--- src/rtl/hazard_unit_sb_if.sv ---
// Hazard unit bus: datapath pipeline-stage fields in, forward/stall/flush controls out.
interface hazard_unit_sb_if #(
  parameter int unsigned REG_AW = 5,
  parameter int unsigned CNT_W  = 16
);
  localparam int unsigned NREG = 2 ** REG_AW;

  logic [REG_AW-1:0] rs1_d;
  logic [REG_AW-1:0] rs2_d;
  logic              rs1_use_d;
  logic              rs2_use_d;
  logic [REG_AW-1:0] rd_d;
  logic              reg_write_d;
  logic              mc_op_d;
  logic [REG_AW-1:0] rs1_e;
  logic [REG_AW-1:0] rs2_e;
  logic [REG_AW-1:0] rd_e;
  logic              load_e;
  logic              reg_write_e;
  logic              mc_issue_e;
  logic              pc_src_e;
  logic [REG_AW-1:0] rd_m;
  logic              reg_write_m;
  logic [REG_AW-1:0] rd_w;
  logic              reg_write_w;
  logic              mc_wb;
  logic [REG_AW-1:0] mc_wb_rd;

  logic [1:0]        forward_ae;
  logic [1:0]        forward_be;
  logic              stall_f;
  logic              stall_d;
  logic              flush_d;
  logic              flush_e;
  logic [NREG-1:0]   pending;
  logic [CNT_W-1:0]  stall_cycles;

  // Datapath side
  modport master (
    output rs1_d, rs2_d, rs1_use_d, rs2_use_d, rd_d, reg_write_d, mc_op_d,
    output rs1_e, rs2_e, rd_e, load_e, reg_write_e, mc_issue_e, pc_src_e,
    output rd_m, reg_write_m, rd_w, reg_write_w, mc_wb, mc_wb_rd,
    input  forward_ae, forward_be, stall_f, stall_d, flush_d, flush_e,
    input  pending, stall_cycles
  );

  // Hazard unit side
  modport slave (
    input  rs1_d, rs2_d, rs1_use_d, rs2_use_d, rd_d, reg_write_d, mc_op_d,
    input  rs1_e, rs2_e, rd_e, load_e, reg_write_e, mc_issue_e, pc_src_e,
    input  rd_m, reg_write_m, rd_w, reg_write_w, mc_wb, mc_wb_rd,
    output forward_ae, forward_be, stall_f, stall_d, flush_d, flush_e,
    output pending, stall_cycles
  );
endinterface

--- src/rtl/hazard_unit_sb.sv ---
// Hazard controller: EX forwarding, load-use stall, branch flush, MC-op register scoreboard
// with outstanding-op limit, and a saturating stall-cycle counter.
module hazard_unit_sb #(
  parameter int unsigned REG_AW    = 5,
  parameter int unsigned MAX_OUTST = 4,
  parameter int unsigned CNT_W     = 16
) (
  input  logic            clk,
  input  logic            rst,
  hazard_unit_sb_if.slave hz
);
  localparam int unsigned NREG  = 2 ** REG_AW;
  localparam int unsigned OUT_W = $clog2(MAX_OUTST + 1);
  localparam int unsigned SUM_W = OUT_W + 1;

  logic [NREG-1:0]  r_pending;
  logic [OUT_W-1:0] r_outst;
  logic [CNT_W-1:0] r_stall_cycles;

  logic [NREG-1:0]  w_pending_nxt;
  logic [OUT_W-1:0] w_outst_nxt;
  logic [1:0]       w_fwd_a;
  logic [1:0]       w_fwd_b;
  logic             w_lu;
  logic             w_sb;
  logic             w_set;
  logic             w_dec;
  logic             w_stall;

  // M-stage result beats W-stage result; x0 is never forwarded
  function automatic logic [1:0] fwd_sel(
    input logic [REG_AW-1:0] rs,
    input logic              wr_m,
    input logic [REG_AW-1:0] rd_m,
    input logic              wr_w,
    input logic [REG_AW-1:0] rd_w
  );
    if (wr_m && rd_m != '0 && rd_m == rs) return 2'b01;
    if (wr_w && rd_w != '0 && rd_w == rs) return 2'b10;
    return 2'b00;
  endfunction

  // Hazard detection and next scoreboard state
  always_comb begin
    w_fwd_a = fwd_sel(hz.rs1_e, hz.reg_write_m, hz.rd_m, hz.reg_write_w, hz.rd_w);
    w_fwd_b = fwd_sel(hz.rs2_e, hz.reg_write_m, hz.rd_m, hz.reg_write_w, hz.rd_w);

    w_lu = hz.load_e && (hz.rd_e != '0) &&
           ((hz.rs1_use_d && hz.rd_e == hz.rs1_d) || (hz.rs2_use_d && hz.rd_e == hz.rs2_d));

    w_sb = (hz.rs1_use_d && r_pending[hz.rs1_d]) ||
           (hz.rs2_use_d && r_pending[hz.rs2_d]) ||
           (hz.reg_write_d && (hz.rd_d != '0) && r_pending[hz.rd_d]) ||
           (hz.mc_op_d && ((SUM_W'(r_outst) + SUM_W'(hz.mc_issue_e)) >= SUM_W'(MAX_OUTST)));

    // A taken branch squashes decode, so its hazards no longer matter
    w_stall = (w_lu || w_sb) && !hz.pc_src_e && !rst;

    w_set = hz.mc_issue_e && (hz.rd_e != '0);
    w_dec = hz.mc_wb && r_pending[hz.mc_wb_rd];

    // Clear first so a same-cycle set on the same register wins
    w_pending_nxt = r_pending;
    if (hz.mc_wb) w_pending_nxt[hz.mc_wb_rd] = 1'b0;
    if (w_set)    w_pending_nxt[hz.rd_e]     = 1'b1;
    w_pending_nxt[0] = 1'b0;

    w_outst_nxt = r_outst;
    if (w_set && !w_dec && r_outst != OUT_W'(MAX_OUTST)) begin
      w_outst_nxt = r_outst + OUT_W'(1);
    end else if (w_dec && !w_set && r_outst != '0) begin
      w_outst_nxt = r_outst - OUT_W'(1);
    end
  end

  // Scoreboard, outstanding count and stall counter state
  always_ff @(posedge clk or posedge rst) begin
    if (rst) begin
      r_pending      <= '0;
      r_outst        <= '0;
      r_stall_cycles <= '0;
    end else begin
      r_pending <= w_pending_nxt;
      r_outst   <= w_outst_nxt;
      if (w_stall && r_stall_cycles != '1) begin
        r_stall_cycles <= r_stall_cycles + CNT_W'(1);
      end
    end
  end

  assign hz.forward_ae   = rst ? 2'b00 : w_fwd_a;
  assign hz.forward_be   = rst ? 2'b00 : w_fwd_b;
  assign hz.stall_f      = w_stall;
  assign hz.stall_d      = w_stall;
  assign hz.flush_e      = w_stall || (hz.pc_src_e && !rst);
  assign hz.flush_d      = hz.pc_src_e && !rst;
  assign hz.pending      = r_pending;
  assign hz.stall_cycles = r_stall_cycles;

  // Issuing with the MC unit already full would lose an op
  a_no_overissue: assert property (@(posedge clk) disable iff (rst)
    !(w_set && r_outst == OUT_W'(MAX_OUTST)));

endmodule

--- src/flat_wrapper.sv ---
// flat-port wrapper written by rule: the top's interface ports become plain ports
module hazard_unit_sb_flat 
#(
  parameter int unsigned REG_AW    = 5,
  parameter int unsigned MAX_OUTST = 4,
  parameter int unsigned CNT_W     = 16
)
  (clk, rst, hz_rs1_d, hz_rs2_d, hz_rs1_use_d, hz_rs2_use_d, hz_rd_d, hz_reg_write_d, hz_mc_op_d, hz_rs1_e, hz_rs2_e, hz_rd_e, hz_load_e, hz_reg_write_e, hz_mc_issue_e, hz_pc_src_e, hz_rd_m, hz_reg_write_m, hz_rd_w, hz_reg_write_w, hz_mc_wb, hz_mc_wb_rd, hz_forward_ae, hz_forward_be, hz_stall_f, hz_stall_d, hz_flush_d, hz_flush_e, hz_pending, hz_stall_cycles);
  hazard_unit_sb_if #(.REG_AW(REG_AW), .CNT_W(CNT_W)) hz_i ();
  input  logic clk;
  input  logic rst;
  input wire logic [$bits(hz_i.rs1_d)-1:0] hz_rs1_d;
  input wire logic [$bits(hz_i.rs2_d)-1:0] hz_rs2_d;
  input wire logic [$bits(hz_i.rs1_use_d)-1:0] hz_rs1_use_d;
  input wire logic [$bits(hz_i.rs2_use_d)-1:0] hz_rs2_use_d;
  input wire logic [$bits(hz_i.rd_d)-1:0] hz_rd_d;
  input wire logic [$bits(hz_i.reg_write_d)-1:0] hz_reg_write_d;
  input wire logic [$bits(hz_i.mc_op_d)-1:0] hz_mc_op_d;
  input wire logic [$bits(hz_i.rs1_e)-1:0] hz_rs1_e;
  input wire logic [$bits(hz_i.rs2_e)-1:0] hz_rs2_e;
  input wire logic [$bits(hz_i.rd_e)-1:0] hz_rd_e;
  input wire logic [$bits(hz_i.load_e)-1:0] hz_load_e;
  input wire logic [$bits(hz_i.reg_write_e)-1:0] hz_reg_write_e;
  input wire logic [$bits(hz_i.mc_issue_e)-1:0] hz_mc_issue_e;
  input wire logic [$bits(hz_i.pc_src_e)-1:0] hz_pc_src_e;
  input wire logic [$bits(hz_i.rd_m)-1:0] hz_rd_m;
  input wire logic [$bits(hz_i.reg_write_m)-1:0] hz_reg_write_m;
  input wire logic [$bits(hz_i.rd_w)-1:0] hz_rd_w;
  input wire logic [$bits(hz_i.reg_write_w)-1:0] hz_reg_write_w;
  input wire logic [$bits(hz_i.mc_wb)-1:0] hz_mc_wb;
  input wire logic [$bits(hz_i.mc_wb_rd)-1:0] hz_mc_wb_rd;
  output wire logic [$bits(hz_i.forward_ae)-1:0] hz_forward_ae;
  output wire logic [$bits(hz_i.forward_be)-1:0] hz_forward_be;
  output wire logic [$bits(hz_i.stall_f)-1:0] hz_stall_f;
  output wire logic [$bits(hz_i.stall_d)-1:0] hz_stall_d;
  output wire logic [$bits(hz_i.flush_d)-1:0] hz_flush_d;
  output wire logic [$bits(hz_i.flush_e)-1:0] hz_flush_e;
  output wire logic [$bits(hz_i.pending)-1:0] hz_pending;
  output wire logic [$bits(hz_i.stall_cycles)-1:0] hz_stall_cycles;
  assign hz_i.rs1_d = hz_rs1_d;
  assign hz_i.rs2_d = hz_rs2_d;
  assign hz_i.rs1_use_d = hz_rs1_use_d;
  assign hz_i.rs2_use_d = hz_rs2_use_d;
  assign hz_i.rd_d = hz_rd_d;
  assign hz_i.reg_write_d = hz_reg_write_d;
  assign hz_i.mc_op_d = hz_mc_op_d;
  assign hz_i.rs1_e = hz_rs1_e;
  assign hz_i.rs2_e = hz_rs2_e;
  assign hz_i.rd_e = hz_rd_e;
  assign hz_i.load_e = hz_load_e;
  assign hz_i.reg_write_e = hz_reg_write_e;
  assign hz_i.mc_issue_e = hz_mc_issue_e;
  assign hz_i.pc_src_e = hz_pc_src_e;
  assign hz_i.rd_m = hz_rd_m;
  assign hz_i.reg_write_m = hz_reg_write_m;
  assign hz_i.rd_w = hz_rd_w;
  assign hz_i.reg_write_w = hz_reg_write_w;
  assign hz_i.mc_wb = hz_mc_wb;
  assign hz_i.mc_wb_rd = hz_mc_wb_rd;
  assign hz_forward_ae = hz_i.forward_ae;
  assign hz_forward_be = hz_i.forward_be;
  assign hz_stall_f = hz_i.stall_f;
  assign hz_stall_d = hz_i.stall_d;
  assign hz_flush_d = hz_i.flush_d;
  assign hz_flush_e = hz_i.flush_e;
  assign hz_pending = hz_i.pending;
  assign hz_stall_cycles = hz_i.stall_cycles;
  hazard_unit_sb #(.REG_AW(REG_AW), .MAX_OUTST(MAX_OUTST), .CNT_W(CNT_W)) u_core (.clk(clk), .rst(rst), .hz(hz_i));
endmodule
--- config.mk ---
export PLATFORM = sky130hd
export DESIGN_NAME = hazard_unit_sb_flat
export DESIGN_NICKNAME = d
export VERILOG_FILES = /design/src/rtl/hazard_unit_sb_if.sv /design/src/rtl/hazard_unit_sb.sv /design/src/flat_wrapper.sv
export SDC_FILE = /design/constraint.sdc
export NUM_CORES = 1
export LEC_CHECK = 0
export CAP_MARGIN = 20
export CORE_ASPECT_RATIO = 1.25
export CORE_MARGIN = 2
export CORE_UTILIZATION = 52
export DETAILED_ROUTE_END_ITERATION = 16
export PLACE_DENSITY_LB_ADDON = 0.25
export SLEW_MARGIN = 20
export SYNTH_ARGS = -nofsm -noshare
export SYNTH_HDL_FRONTEND = slang
export SYNTH_SLANG_ARGS = --single-unit
export TNS_END_PERCENT = 20
--- constraint.sdc ---
create_clock -name clk -period 7.3 [get_ports clk]
set_input_delay 1.46 -clock clk [delete_from_list [all_inputs] [get_ports clk]]
set_output_delay 1.46 -clock clk [all_outputs]
set_load 0.005 [all_outputs]
==> results of run 1 <==
-- power by group --
group	switching (W)	internal, W
Clock	0.0000965	0.0000782
Sequential	0.000113	0.000339
Combinational	0.000177	0.000262
Total	0.000387	0.000679
-- routing by layer --
layer	part of all wire [%]	vias to the layer above
met5	0	-
met4	4.3	0
met3	8.5	54
met2	51	240
met1	37	1858
li1	-	1714
-- critical path, cell delays in order --
cell             delay [ps]
clkdlybuf4s50_1         850
mux4_2                  570
mux2i_1                 240
nor3_1                   70
a31oi_1                 170
o311ai_1                190
nor4_4                  370
buf_4                   270
nor2_1                   90
or2_1                   230
clkdlybuf4s50_1         460
-- worst paths after layout --
path	to	slack, ps
hold / removal	u_core.hz.stall_cycles[8]	500
hold reg to reg	u_core.hz.stall_cycles[8]	500
max in group asynchronous	u_core.hz.stall_cycles[0]	5060
setup reg to reg	u_core.r_outst[2]	4210
setup / recovery	hz_flush_e	870
min in group asynchronous	u_core.hz.pending[30]	1800
-- cells by family after synthesis --
kind of cell / Yosys count / synth area share, %
XOR/XNOR: 46 / 10.4
adder cells (fa/ha/maj): 2 / 0.836
flip-flops: 50 / 32.2
buffers and inverters: 27 / 3.41
multiplexers: 45 / 18.9
AND/OR/NAND/NOR: 133 / 19.6
other: 1 / 0.0964
AO/OA/AOI/OAI: 95 / 14.7
-- flip-flops by register name, summed over array words and instances, names as in the netlist --
signal and count:
u_core.hz.pending 31, u_core.hz.stall_cycles 16, u_core.r_outst 3
-- per-stage QoR --
step / instances / util, %
floorplan: 399 / -
global route: 591 / 70.0
global placement: 583 / 68.7
CTS: 591 / 70.0
detailed placement: 583 / 68.7
finish: 591 / 70.0
-- cell usage after synthesis (3+ instances only) --
cell	n	area [um^2]
or3b_2	6	52.6
nor2_1	11	41.3
nor3b_1	4	30.0
nor4_1	8	50.1
inv_1	6	22.5
a311oi_1	3	26.3
o21ai_0	66	330
nand3_1	21	105
mux2i_1	16	160
clkbuf_1	8	30.0
xnor2_1	21	184
buf_2	7	35.0
dfrtp_1	50	1250
nand4_1	6	37.5
mux2_2	5	56.3
nor2b_1	4	25.0
nand2b_1	5	31.3
nand3b_1	9	67.6
nor3_1	13	65.1
nand2_1	26	97.6
or4_1	4	30.0
o211ai_1	5	37.5
and3_1	3	18.8
mux4_2	22	495
or3_1	4	25.0
a31oi_1	6	37.5
xor2_1	25	219
-- cell type report --
type,instances,area [um^2]
Fill cell,568,2190
Clock buffer,6,82.6
Multi-Input combinational cell,322,2510
Inverter,6,22.5
Sequential cell,50,1250
Tap cell,92,115
Clock inverter,2,16.3
Timing Repair Buffer,113,1130
==> flow_summary.toml, run 1 <==
[drt]
totalWireLength_um = 12000
firstDrtPassIters = 5
vias_per_cell = 6.54
num_vias = 3866
drtIter0Drc = 302
ant_nets = 0
drc = 0
drt-wirelength-per-cell_um = 20.3

[worst_setup_path]
r2r-start = "u_core.hz.pending[16]"
reg2reg_depth = 9
crit_start = "hz_rs2_d[0]"
critPathCaptureType = "output port"
cp_data_arrival_time_ps = 4970
worstSetupPathType = "in -> out"
required_ps = 5840
critPathMaxFanout = 16
critPathLaunchType = "primary input"

[global_routing]
grtUsageMet2_pct = 50.8
grt_pass1_vias = 3880
grt.busiest_layer = "met2"
antenna_found_initial = 0
grt_overflow = 0
grt_pass1_wl_um = 18700
groute.layer.met1.usage_pct = 35.4
grt.met3_usage_pct = 4.93
grt_max_degree = 51
grtUsageTotal_pct = 29.8

[final_layout]
drive_above_1_share_pct = 9.82
layout_common_cells = "clkdlybuf4s50_1 (111), o21ai_0 (66), dfrtp_1 (50), nand2_1 (26), xor2_1 (25)"
final_common_cell = "clkdlybuf4s50_1"
diodes = 0
stdcell_area_mm2 = 0.00512
final_nets = 558
area_delta_synth_final_pct = 31.6

[min_path]
whs_path_depth = 1
min_from = "u_core.hz.stall_cycles[8]"
hp-class = "reg -> reg"

[power_and_ir_drop]
ir_worst_vdd_uv = 137
total_power_w = 0.00107
leakage_nw = 1.95
power.density_mw_per_mm2 = 208

[timing]
setup_tns_ps = 0
worst_pin_slew_ps = 857
layout_setup_ws_ps = 873
holdWs_ps = 502
post-route-period-util_pct = 88.0
rsz0062_at_grt = "no"
final-hold-violation-count = 0
period_minus_slack_ps = 6430
drv_slew = 0
setup_viol = 0
slew_headroom_pct = 42.4
timing.fmax_mhz = 156
finClkSkew_ps = 15.5

[clock_network]
cts_sinks = 50
cts_tree = "built"
holdBufCountCts = 0
clk_path_buf_depth = 2
cts.clk_slew.worst_paths_ps = 90
post_cts_buffers = 0
post_cts_resize_count = 0
htreeDepth = 2
clock_latency_ps = 310
root_buffer = "clkbuf_8"
cts_buffers = 5

[floorplan]
start_util_pct = 53.2
io_pins = 114
fp.dieArea_mm2 = 0.00820
die_height_um = 101
rows = 35
core_region_area_mm2 = 0.00731
die_w_um = 81.4

[yosys]
syn-num-nets = 459
synthCells = 399
synthFlopType = "dfrtp_1"
synth.avg_cell_area_um2 = 9.75
synthArstFlopShare_pct = 100
synth_sequential_area_ratio_pct = 32.2
synth_seq_cells = 50
synth_cell_types = 53
yosys_warnings = 0
netlist_area_mm2 = 0.00389
synth_edf_count = 0

[place]
port_buffers = 111
dpl-instance-area_mm2 = 0.00502
place_congestion = 0.941
post-place-ws_ps = 917
hpwl_um = 9110

[outcome]
status = "complete, no violations"

[job]
max_cap_viol_count = 0
Power figures use the tool's default switching activity.
==> run 2: changes to the inputs <==
--- a/config.mk
+++ b/config.mk
@@ -8,7 +8,7 @@
 export CAP_MARGIN = 20
 export CORE_ASPECT_RATIO = 1.25
 export CORE_MARGIN = 2
-export CORE_UTILIZATION = 52
+export CORE_UTILIZATION = 46
 export DETAILED_ROUTE_END_ITERATION = 16
 export PLACE_DENSITY_LB_ADDON = 0.25
 export SLEW_MARGIN = 20
==> flow_summary.toml, run 2 (synthesis results as in run 1) <==
[outcome]
status = "complete, no violations"

[final_layout]
largest_reg_flops = 31
final_core_util_pct = 62.4
drive_above_1_share_pct = 9.62
final_nets = 558
instances_no_fill = 596
final_common_cell = "clkdlybuf4s50_1"
area_delta_synth_final_pct = 32.1
diodes = 0
layout_common_cells = "clkdlybuf4s50_1 (111), o21ai_0 (66), dfrtp_1 (50), nand2_1 (26), xor2_1 (25)"

[clock_network]
clock_latency_ps = 310
cts.clk_slew.worst_paths_ps = 90
cts_sinks = 50
post_cts_buffers = 0
holdBufCountCts = 0
cts_buffers = 5
clk_path_buf_depth = 2
root_buffer = "clkbuf_8"
htreeDepth = 2
post_cts_resize_count = 0
cts_tree = "built"

[min_path]
hp-class = "reg -> reg"

[worst_setup_path]
worstSetupPathType = "in -> out"
critPathMaxFanout = 16
r2r-start = "u_core.hz.pending[19]"
cp_data_arrival_time_ps = 4900
r2r_end = "u_core.r_outst[2]"
r2r_slack_ps = 4170
critPathLaunchType = "primary input"
crit_end = "hz_flush_e"
reg2reg_depth = 9
required_ps = 5840
crit_start = "hz_rs2_d[0]"
critPathCaptureType = "output port"

[place]
hpwl_um = 9170
dp.cells = 588
port_buffers = 111
place_congestion = 0.943
post-place-ws_ps = 940

[drt]
ant_nets = 0
num_vias = 3870
drtIter0Drc = 286
dr_wl_met2_um = 5990
drt-wirelength-per-cell_um = 20.4
dr.max_layer_used = "met4"
totalWireLength_um = 12200
drc = 0
route.met3.wl_um = 1020
firstDrtPassIters = 5
vias_per_cell = 6.49
met1Wirelength_um = 4580

[timing]
timing.fmax_mhz = 157
setup_tns_ps = 0
rsz0062_at_grt = "no"
layout_setup_ws_ps = 937
holdWs_ps = 491
post-route-period-util_pct = 87.2
period_minus_slack_ps = 6360
slew_headroom_pct = 42.6
drv_slew = 0
finClkSkew_ps = 14.2
setup_viol = 0
worst_pin_slew_ps = 855
final-hold-violation-count = 0

[power_and_ir_drop]
leakage_nw = 1.96
ir_worst_vdd_uv = 130
power.density_mw_per_mm2 = 212

[floorplan]
io_pins = 114
die_w_um = 86.3
fp.dieArea_mm2 = 0.00922
start_util_pct = 47.2
die_height_um = 107
core_region_area_mm2 = 0.00824
rows = 37

[job]
max_cap_viol_count = 0

[global_routing]
grtUsageTotal_pct = 27.2
grt_pass1_vias = 3970
grt_pass1_wl_um = 19500
grt_overflow = 0
antenna_found_initial = 0
grt_max_degree = 51
==> run 2: cell count changes in the layout (fill, tap and decap cells not counted) <==
cell / change
clkbuf_8: -1
bufinv_16: +1
inv_6: -1
clkbuf_1: +1
==> run 2: metal layers <==
| layer | track usage, % | vias up |
|---|---|---|
| met3 | 3.70 | 47 |
| li1 | - | 1714 |
| met5 | 0 | - |
| met2 | 45.3 | 235 |
| met1 | 33.6 | 1874 |
| met4 | 15.4 | 0 |
==> run 2: through the flow <==
step	cell area (um^2)	total power, W
floorplan	3890	0.000656
global placement	5030	0.000874
detailed placement	5030	0.000891
CTS	5140	0.00109
global route	5140	0.00116
finish	5140	0.00109
==> run 2: cell type report <==
type	instances	area [um^2]
clock buffers	6	72.6
clock inverters	2	37.5
fillers	741	3100
inverters	6	22.5
multi-input cells	322	2510
flip-flops and latches	50	1250
well taps	97	121
repair buffers	113	1130
==> run 2: worst max-delay path, stage by stage <==
cell and delay, ps:
clkdlybuf4s50_1 850, mux4_2 570, mux2i_1 220, nor3_1 70, a31oi_1 140, o311ai_1 190, nor4_4 360, buf_4 260
nor2_1 90, or2_1 230, clkdlybuf4s50_1 440
==> run 2: how the worst min path moves through the flow <==
| stage | startpoint | endpoint | slack, ps | cells past startpoint |
|---|---|---|---|---|
| floorplan | u_core.hz.stall_cycles[10] | u_core.hz.stall_cycles[10] | 480 | 1 |
| detailed placement | u_core.hz.stall_cycles[8] | u_core.hz.stall_cycles[8] | 480 | 1 |
| global placement | u_core.hz.stall_cycles[8] | u_core.hz.stall_cycles[8] | 480 | 1 |
| CTS | u_core.hz.stall_cycles[8] | u_core.hz.stall_cycles[8] | 500 | 1 |
| global route | u_core.hz.stall_cycles[10] | u_core.hz.stall_cycles[10] | 520 | 1 |
| finish | u_core.hz.stall_cycles[8] | u_core.hz.stall_cycles[8] | 490 | 1 |
==> run 2: power breakdown <==
group / internal (W) / leakage, nW / switching [W]
combinational: 0.000263 / 1.27 / 0.000178
sequential: 0.000339 / 0.632 / 0.000112
clock: 0.000102 / 0.0514 / 0.0000971
total: 0.000704 / 1.96 / 0.000387
==> run 3: changes to the inputs <==
--- a/config.mk
+++ b/config.mk
@@ -6,9 +6,11 @@
 export NUM_CORES = 1
 export LEC_CHECK = 0
 export CAP_MARGIN = 20
+export CELL_PAD_IN_SITES_DETAIL_PLACEMENT = 1
+export CELL_PAD_IN_SITES_GLOBAL_PLACEMENT = 2
 export CORE_ASPECT_RATIO = 1.25
 export CORE_MARGIN = 2
-export CORE_UTILIZATION = 46
+export CORE_UTILIZATION = 31
 export DETAILED_ROUTE_END_ITERATION = 16
 export PLACE_DENSITY_LB_ADDON = 0.25
 export SLEW_MARGIN = 20
==> flow_summary.toml, run 3 (synthesis results as in run 1) <==
[clock_network]
post_cts_resize_count = 0
clock_latency_ps = 290
cts.clk_slew.worst_paths_ps = 70
cts_tree = "built"
cts_buffers = 5
post_cts_buffers = 0
cts_sinks = 50
htreeDepth = 2
holdBufCountCts = 0
root_buffer = "clkbuf_16"
clk_path_buf_depth = 2

[place]
hpwl_um = 10600
dp.cells = 657
port_buffers = 111
place_congestion = 0.939

[power_and_ir_drop]
leakage_nw = 2.00
power.density_mw_per_mm2 = 221
ir_worst_vdd_uv = 129

[global_routing]
antenna_found_initial = 0
grt_pass1_vias = 4038
grt_overflow = 0
grt_pass1_wl_um = 22200
grtUsageTotal_pct = 21.1
grt_max_degree = 51

[timing]
period_minus_slack_ps = 6300
finClkSkew_ps = 5.42
timing.fmax_mhz = 159
final-hold-violation-count = 0
worst_pin_slew_ps = 949
slew_headroom_pct = 36.3
setup_tns_ps = 0
drv_slew = 0
setup_viol = 0
post-route-period-util_pct = 86.3
rsz0062_at_grt = "no"

[final_layout]
final_nets = 560
instances_no_fill = 665
layout_common_cells = "clkdlybuf4s50_1 (111), o21ai_0 (66), dfrtp_1 (50), nand2_1 (26), xor2_1 (25)"
drive_above_1_share_pct = 10.2
nFillCells = 1408
final_common_cell = "clkdlybuf4s50_1"
diodes = 0
area_delta_synth_final_pct = 36.2
largest_reg_flops = 31

[worst_setup_path]
critPathCaptureType = "output port"
path_cells = "clkdlybuf4s50_1 > mux4_2 > mux2i_1 > nor3_1 > a31oi_1 > o311ai_1 > nor4_4 > nor2_1 > or2_1 > clkdlybuf4s50_1"
cp_common_cell = "clkdlybuf4s50_1"
path_buf_inv = 2
path_delay_family = "buffers and inverters"
slowest_stage = "clkdlybuf4s50_1"
critPathMaxFanout = 9
required_ps = 5840
worstSetupPathType = "in -> out"
crit_path_max_incr_delay_ps = 890
critPathLaunchType = "primary input"
cp_data_arrival_time_ps = 4840

[floorplan]
start_util_pct = 31.8
core_region_area_mm2 = 0.0122
die_height_um = 129
rows = 45
fp.dieArea_mm2 = 0.0135
die_w_um = 104
io_pins = 114

[drt]
drtIter0Drc = 152
drc = 0
vias_per_cell = 5.61
num_vias = 3729
totalWireLength_um = 13700
firstDrtPassIters = 4
ant_nets = 0
drt-wirelength-per-cell_um = 20.7

[job]
max_cap_viol_count = 0

[min_path]
hp-class = "reg -> reg"

[outcome]
status = "complete, no violations"
## run 3: changes by cell type in the layout (fill, tap and decap cells not counted)
cell       delta
clkbuf_16     +5
clkbuf_8      -5
buf_4         +2
clkbuf_1      -1
inv_8         +1
## run 3: path summary, 6_finish.rpt
path	startpoint	end	slack, ps	cells past startpoint
worst min-delay path	u_core.hz.stall_cycles[15]	u_core.hz.stall_cycles[15]	500	1
worst min register to register	u_core.hz.stall_cycles[15]	u_core.hz.stall_cycles[15]	500	1
worst max register to register	u_core.hz.pending[31]	u_core.r_outst[2]	4240	9
min in group asynchronous	rst	u_core.hz.stall_cycles[8]	1860	3
max in group asynchronous	rst	u_core.hz.pending[10]	5010	3
worst max-delay path	hz_rs2_d[0]	hz_flush_e	1000	10
## run 3: final cells by class
cell class	instances	area, um^2	share of cell area [%]
inverter	6	22.5	0.425
clock inverter	3	48.8	0.920
multi-input combinational	322	2510	47.3
timing repair buffer	115	1140	21.5
tap	164	205	3.87
sequential	50	1250	23.6
clock buffer	5	125	2.36
## run 3: layer usage
metal / up-vias / global-route usage, % / wire (um)
met5: - / 0 / 0
met4: 0 / 8.19 / 452
met1: 1874 / 24.9 / 5580
li1: 1718 / - / -
met3: 23 / 3.67 / 679
met2: 114 / 38.3 / 7030
## run 3: where the power goes
| group | total (W) | switching, W | internal [W] |
|---|---|---|---|
| Combinational | 0.000448 | 0.000184 | 0.000265 |
| Clock | 0.000273 | 0.000109 | 0.000164 |
| Sequential | 0.000452 | 0.000113 | 0.000339 |
| Total | 0.00117 | 0.000406 | 0.000768 |
## run 3: stage by stage
stage | setup WS, ps | hold WS, ps | util, % | total power, W | area [um^2]
final | 997 | 496 | 43.4 | 0.00117 | 5300
after global routing | 798 | 523 | 43.4 | 0.00125 | 5300
after CTS | 972 | 502 | 43.4 | 0.00119 | 5300
after detailed placement | 992 | 484 | 42.0 | 0.000906 | 5130
after global placement | 987 | 481 | 42.0 | 0.000895 | 5130
after floorplan | 2280 | 477 | - | 0.000656 | 3890
## run 3: worst register-to-register path, cell delays in order, from the launching register on
cell and delay, ps:
dfrtp_1 470, mux4_2 520, nand2b_1 100, nand4_1 150, o41ai_4 560, nand3_1 170, fa_1 460, nor4_1 320
a31oi_1 70, o21ai_0 160
